## config.mk

```make
export PLATFORM = sky130hd
export DESIGN_NAME = mem_arbiter
export DESIGN_NICKNAME = d
export VERILOG_FILES = /design/src/rtl/mem_arbiter.sv
export SDC_FILE = /design/constraint.sdc
export NUM_CORES = 1
export LEC_CHECK = 0
export CAP_MARGIN = 10
export CORE_MARGIN = 2
export CORE_UTILIZATION = 45
export DETAILED_ROUTE_END_ITERATION = 16
export DONT_BUFFER_PORTS = 1
export GPL_ROUTABILITY_DRIVEN = 0
export PLACE_DENSITY_LB_ADDON = 0.3
export RECOVER_POWER = 25
export SLEW_MARGIN = 30
export SYNTH_ARGS = -nofsm -noshare
export SYNTH_HDL_FRONTEND = slang
export SYNTH_SLANG_ARGS = --single-unit
```

## constraint.sdc

```tcl
create_clock -name clk -period 2.5 [get_ports clk]
set_input_delay 0.5 -clock clk [delete_from_list [all_inputs] [get_ports clk]]
set_output_delay 0.5 -clock clk [all_outputs]
set_load 0.05 [all_outputs]
```

## src/rtl/mem_arbiter.sv

```systemverilog
// Two-port arbiter sharing one physical memory port between instruction fetch (A) and mem-stage data (B).
// Optional feature: define MEM_ARB_ROUND_ROBIN_EN for round-robin tie-breaking (default: B always wins ties).
module mem_arbiter #(
    parameter int WIDTH = 16
) (
    input  logic             clk,
    input  logic             reset,
    input  logic             read_a,
    input  logic             write_a,
    input  logic [1:0]       wmask_a,
    input  logic [WIDTH-1:0] address_a,
    input  logic [WIDTH-1:0] wdata_a,
    output logic             resp_a,
    output logic [WIDTH-1:0] rdata_a,
    input  logic             read_b,
    input  logic             write_b,
    input  logic [1:0]       wmask_b,
    input  logic [WIDTH-1:0] address_b,
    input  logic [WIDTH-1:0] wdata_b,
    output logic             resp_b,
    output logic [WIDTH-1:0] rdata_b,
    output logic             pmem_read,
    output logic             pmem_write,
    output logic [1:0]       pmem_wmask,
    output logic [WIDTH-1:0] pmem_address,
    output logic [WIDTH-1:0] pmem_wdata,
    input  logic             pmem_resp,
    input  logic [WIDTH-1:0] pmem_rdata,
    output logic             busy
);

    typedef enum logic [1:0] {
        IDLE    = 2'd0,
        SERVE_A = 2'd1,
        SERVE_B = 2'd2
    } state_e;

    state_e           state_q, state_d;
    logic             pmem_read_q, pmem_read_d;
    logic             pmem_write_q, pmem_write_d;
    logic [1:0]       pmem_wmask_q, pmem_wmask_d;
    logic [WIDTH-1:0] pmem_address_q, pmem_address_d;
    logic [WIDTH-1:0] pmem_wdata_q, pmem_wdata_d;
    logic             busy_q, busy_d;

    logic             req_a_s, req_b_s;
    logic             grant_a_s, grant_b_s;
    logic             sel_read_s, sel_write_s;
    logic [1:0]       sel_wmask_s;
    logic [WIDTH-1:0] sel_address_s, sel_wdata_s;

`ifdef MEM_ARB_ROUND_ROBIN_EN
    // 1 means port B was granted most recently; reset value says A went last.
    logic             last_served_q, last_served_d;
`endif

    assign req_a_s = read_a | write_a;
    assign req_b_s = read_b | write_b;

    // Grant decision in IDLE; ties resolved by the configured priority rule.
    always_comb begin
        grant_a_s = 1'b0;
        grant_b_s = 1'b0;
        if (state_q == IDLE) begin
            if (req_a_s && !req_b_s) begin
                grant_a_s = 1'b1;
            end else if (req_b_s && !req_a_s) begin
                grant_b_s = 1'b1;
            end else if (req_a_s && req_b_s) begin
`ifdef MEM_ARB_ROUND_ROBIN_EN
                if (last_served_q) begin
                    grant_a_s = 1'b1;
                end else begin
                    grant_b_s = 1'b1;
                end
`else
                grant_b_s = 1'b1;
`endif
            end else begin
                grant_a_s = 1'b0;
                grant_b_s = 1'b0;
            end
        end else begin
            grant_a_s = 1'b0;
            grant_b_s = 1'b0;
        end
    end

    // Winner's request fields, selected for latching on the grant edge.
    always_comb begin
        if (grant_b_s) begin
            sel_read_s    = read_b;
            sel_write_s   = write_b;
            sel_wmask_s   = wmask_b;
            sel_address_s = address_b;
            sel_wdata_s   = wdata_b;
        end else begin
            sel_read_s    = read_a;
            sel_write_s   = write_a;
            sel_wmask_s   = wmask_a;
            sel_address_s = address_a;
            sel_wdata_s   = wdata_a;
        end
    end

    // Next-state and pmem request register update.
    always_comb begin
        state_d        = state_q;
        pmem_read_d    = pmem_read_q;
        pmem_write_d   = pmem_write_q;
        pmem_wmask_d   = pmem_wmask_q;
        pmem_address_d = pmem_address_q;
        pmem_wdata_d   = pmem_wdata_q;
`ifdef MEM_ARB_ROUND_ROBIN_EN
        last_served_d  = last_served_q;
`endif
        case (state_q)
            IDLE: begin
                if (grant_a_s || grant_b_s) begin
                    state_d        = grant_b_s ? SERVE_B : SERVE_A;
                    // Write takes precedence when both strobes are set.
                    pmem_write_d   = sel_write_s;
                    pmem_read_d    = sel_read_s & ~sel_write_s;
                    pmem_wmask_d   = sel_wmask_s;
                    pmem_address_d = sel_address_s;
                    pmem_wdata_d   = sel_wdata_s;
`ifdef MEM_ARB_ROUND_ROBIN_EN
                    last_served_d  = grant_b_s;
`endif
                end else begin
                    state_d = IDLE;
                end
            end
            SERVE_A, SERVE_B: begin
                if (pmem_resp) begin
                    state_d      = IDLE;
                    pmem_read_d  = 1'b0;
                    pmem_write_d = 1'b0;
                end else begin
                    state_d = state_q;
                end
            end
            default: begin
                state_d      = IDLE;
                pmem_read_d  = 1'b0;
                pmem_write_d = 1'b0;
            end
        endcase
        busy_d = (state_d != IDLE);
    end

    // State and output registers with synchronous reset.
    always_ff @(posedge clk) begin
        if (reset) begin
            state_q        <= IDLE;
            pmem_read_q    <= 1'b0;
            pmem_write_q   <= 1'b0;
            pmem_wmask_q   <= 2'b00;
            pmem_address_q <= '0;
            pmem_wdata_q   <= '0;
            busy_q         <= 1'b0;
`ifdef MEM_ARB_ROUND_ROBIN_EN
            last_served_q  <= 1'b0;
`endif
        end else begin
            state_q        <= state_d;
            pmem_read_q    <= pmem_read_d;
            pmem_write_q   <= pmem_write_d;
            pmem_wmask_q   <= pmem_wmask_d;
            pmem_address_q <= pmem_address_d;
            pmem_wdata_q   <= pmem_wdata_d;
            busy_q         <= busy_d;
`ifdef MEM_ARB_ROUND_ROBIN_EN
            last_served_q  <= last_served_d;
`endif
        end
    end

    // Only the granted port sees the completion; pmem_resp in IDLE is dropped.
    assign resp_a       = (state_q == SERVE_A) & pmem_resp;
    assign resp_b       = (state_q == SERVE_B) & pmem_resp;
    assign rdata_a      = pmem_rdata;
    assign rdata_b      = pmem_rdata;
    assign pmem_read    = pmem_read_q;
    assign pmem_write   = pmem_write_q;
    assign pmem_wmask   = pmem_wmask_q;
    assign pmem_address = pmem_address_q;
    assign pmem_wdata   = pmem_wdata_q;
    assign busy         = busy_q;

endmodule
```

==> results by group <==
Outcome
  • Result of the run: complete, no violations

Clock tree
  • Root cell of the clock tree: clkbuf_8
  • Inserted Clock Buffers: 5
  • Post-CTS Setup Inserts: 0
  • Insertion delay of the later-clocked pin in the worst-skew pair: 290 ps
  • Hold_buf cts: 0
  • TritonCTS clock tree: built
  • Max Buffers Root-to-Sink: 2
  • Resized Gates After CTS: 0
  • Clk sinks: 39
  • Clock input transition at the sequential cells of the worst setup and hold paths: 70 ps
  • Level count of the clock H-tree: 2

Timing
  • Maximum frequency from static timing analysis: 553.1 MHz
  • Worst hold slack: 273.7 ps
  • RSZ-0062 raised after global routing: false
  • Final Max Slew Viols: 0
  • Final hold vios: 0
  • Slew at the pin with the worst max-slew slack: 553.6 ps
  • Number of endpoints failing setup at the final stage: 0
  • Maximum clock skew at final layout: 4.531 ps
  • Minimum clock period: 1808 ps
  • Final Cycle Share: 72.32%
  • Total negative slack: 0 ps
  • Headroom to the max-slew limit: 63.04%

Floorplan
  • Total Die Area: 5125 um^2
  • Starting density of the core: 46.89%
  • Ports placed on the boundary: 162
  • Number of core rows: 24
  • Width of the chip: 71.59 um
  • CORE AREA: 4384 um^2
  • Chip Height: 71.59 um

Routing
  • Number of iterations in the first detailed-routing pass: 6
  • Count of antenna-violating nets left after detailed routing: 0
  • Routed len/inst: 20.01 um
  • Detailed-route DRC error count: 0
  • Number of vias per cell: 6.136
  • Initial drt markers: 30
  • Via Count: 1264
  • Aggregate routed wire length: 4123 um

Hold path
  • Kind of path behind the tightest hold check: in -> reg

Global route
  • Maximum number of pins on one net before global-route repair: 26
  • Total overflow reported by the global router: 0
  • Overall fraction of global-route tracks in use: 16.27%
  • Wire length of the first global-routing pass: 6492 um
  • Vias in the first global route: 1416
  • Antenna violations before repair: 0

Synth
  • Yosys top cell by area: dfxtp_1
  • Combinational family with the most area after synthesis: compound AO/OA/AOI/OAI gates
  • Synthesized cell area: 2056 um^2
  • Post-synthesis adder-cell area fraction: 2.435%
  • Commonest register cell after synthesis: dfxtp_1
  • Share of synthesized cell area in and, or, nand and nor gates: 4.808%
  • Net Count, Synth: 282
  • Mean post-synth cell area: 10.99 um^2
  • Register bit total from synthesis: 39
  • Proportion of netlist area held by the largest area contributor: 37.98%
  • Top cells by count, synth: 39 x dfxtp_1, 34 x mux2i_1, 33 x buf_4, 24 x o2bb2ai_1, 10 x o2bb2ai_2
  • Number of instances in the synthesized netlist: 187
  • Multiplexer share of the synthesized area: 16.56%
  • Compound-Gate Fraction of Synth Area: 21.79%
  • Cell types occupying the most area after synthesis: dfxtp_1 38%, mux2i_1 17%, buf_4 12%
  • Ys Warns: 0
  • Async set or reset register ratio after synthesis: 0%
  • Most repeated cell in the gate-level netlist after synthesis: dfxtp_1
  • Share of the synthesized netlist area taken by xor and xnor gates: 0%
  • Count of unique library cells instantiated by Yosys: 28
  • Sequential fraction of the synthesis area: 37.98%
  • Post-synth EDFFs: 0

Pwr
  • Power per cell area: 842.1 nW/um^2
  • Reported leakage power: 0.0006998 uW
  • Max rail drop VDD: 417.0 uV

Placed design
  • Dpl hpwl: 3139 um
  • Placed Area: 1858 um^2
  • Port Buffers: 0
  • Placed cells: 198

Critical path
  • CP Data Arrival Time: 1310 ps
  • Flop2flop setup slack: 720 ps
  • Critical path peak fanout: 5
  • Data required time of the critical path: 2000 ps
  • Kind of critical path: reg -> out
  • Sort of element at the end of the critical path: primary output
  • Startpoint kind of the worst setup timing path: flop

Cells and area
  • Area growth from synthesis to final layout: -4.139%
  • Final core utilization: 44.95%
  • Net count, final: 248
  • Number of standard cells in the final layout excluding fillers: 206
  • Number of inserted filler cells in the final layout: 392
  • Final standard cell area without fillers: 1971 um^2
  • Number of antenna cells inserted: 0
  • Fraction of layout cells with a size suffix above 1: 16.23%

Flow run
  • Reported max-cap violation count: 0
[area by class of cell]
type                       instances  area [um^2]  area share (%)
clock inverter                     3        43.79           2.222
clock buffer                       5        68.82           3.492
timing repair buffer               3        60.06           3.048
tap                               52        65.06           3.302
sequential                        39        780.7           39.62
inverter                           4        15.01          0.7619
multi-input combinational        100        937.1           47.56
[kinds of logic (layout without fill, tap and decap cells)]
family                   count (synthesis)  count (layout)
buffers and inverters                   48              15
AO/OA/AOI/OAI                           46              46
flip-flops                              39              39
multiplexers                            34              34
AND/OR/NAND/NOR                         16              16
adder cells (fa/ha/maj)                  4               4
[report_power, final]
group / internal [uW] / switching (uW) / leakage, uW
combinational: 87.7 / 101 / 0.000319
sequential: 686 / 267 / 0.000323
clock: 297 / 221 / 0.0000581
total: 1070 / 589 / 0.000700
[stage by stage]
step | worst slack (ps) | total power (uW)
final | 692.0 | 1660
after global routing | 565.4 | 1738
after CTS | 672.2 | 1685
after detailed placement | 619.8 | 1160
after global placement | 653.6 | 1148
after floorplan | 722.8 | 1253
[worst paths after layout]
check                  start              end  cells after the start
setup / recovery  state_q[1]           resp_a                      3
hold / removal         reset       state_q[1]                      1
setup reg to reg  state_q[0]  pmem_address[8]                      6
hold reg to reg   state_q[1]       state_q[1]                      2
[per-layer routing]
layer / up-vias / part of all wire, % / global-route usage [%]
li1: 580 / - / -
met1: 574 / 34 / 15.36
met2: 88 / 50 / 27.78
met3: 22 / 11 / 8.298
met4: 0 / 4.6 / 10.27
met5: - / 0 / 0
[critical path, stage by stage (launching register included)]
cell,delay (ps)
dfxtp_1,360
inv_1,90
ha_1,140
and2_1,430
[sequential cells by signal (all words and copies together) (netlist names)]
register      flops
pmem_address     16
pmem_wdata       16
pmem_wmask        2
state_q           2
busy              1
pmem_read         1
pmem_write        1
[cell usage in the layout, fill, tap and decap left out, drive strengths merged, types with 2 or more instances in the layout]
cell	count
a211oi	3
a21oi	3
and2	2
buf	3
clkbuf	5
clkinv	2
dfxtp	39
ha	4
inv	4
mux2i	34
nand2	5
nor2b	3
o21ai	2
o2bb2ai	34
Power figures use the tool's default switching activity.
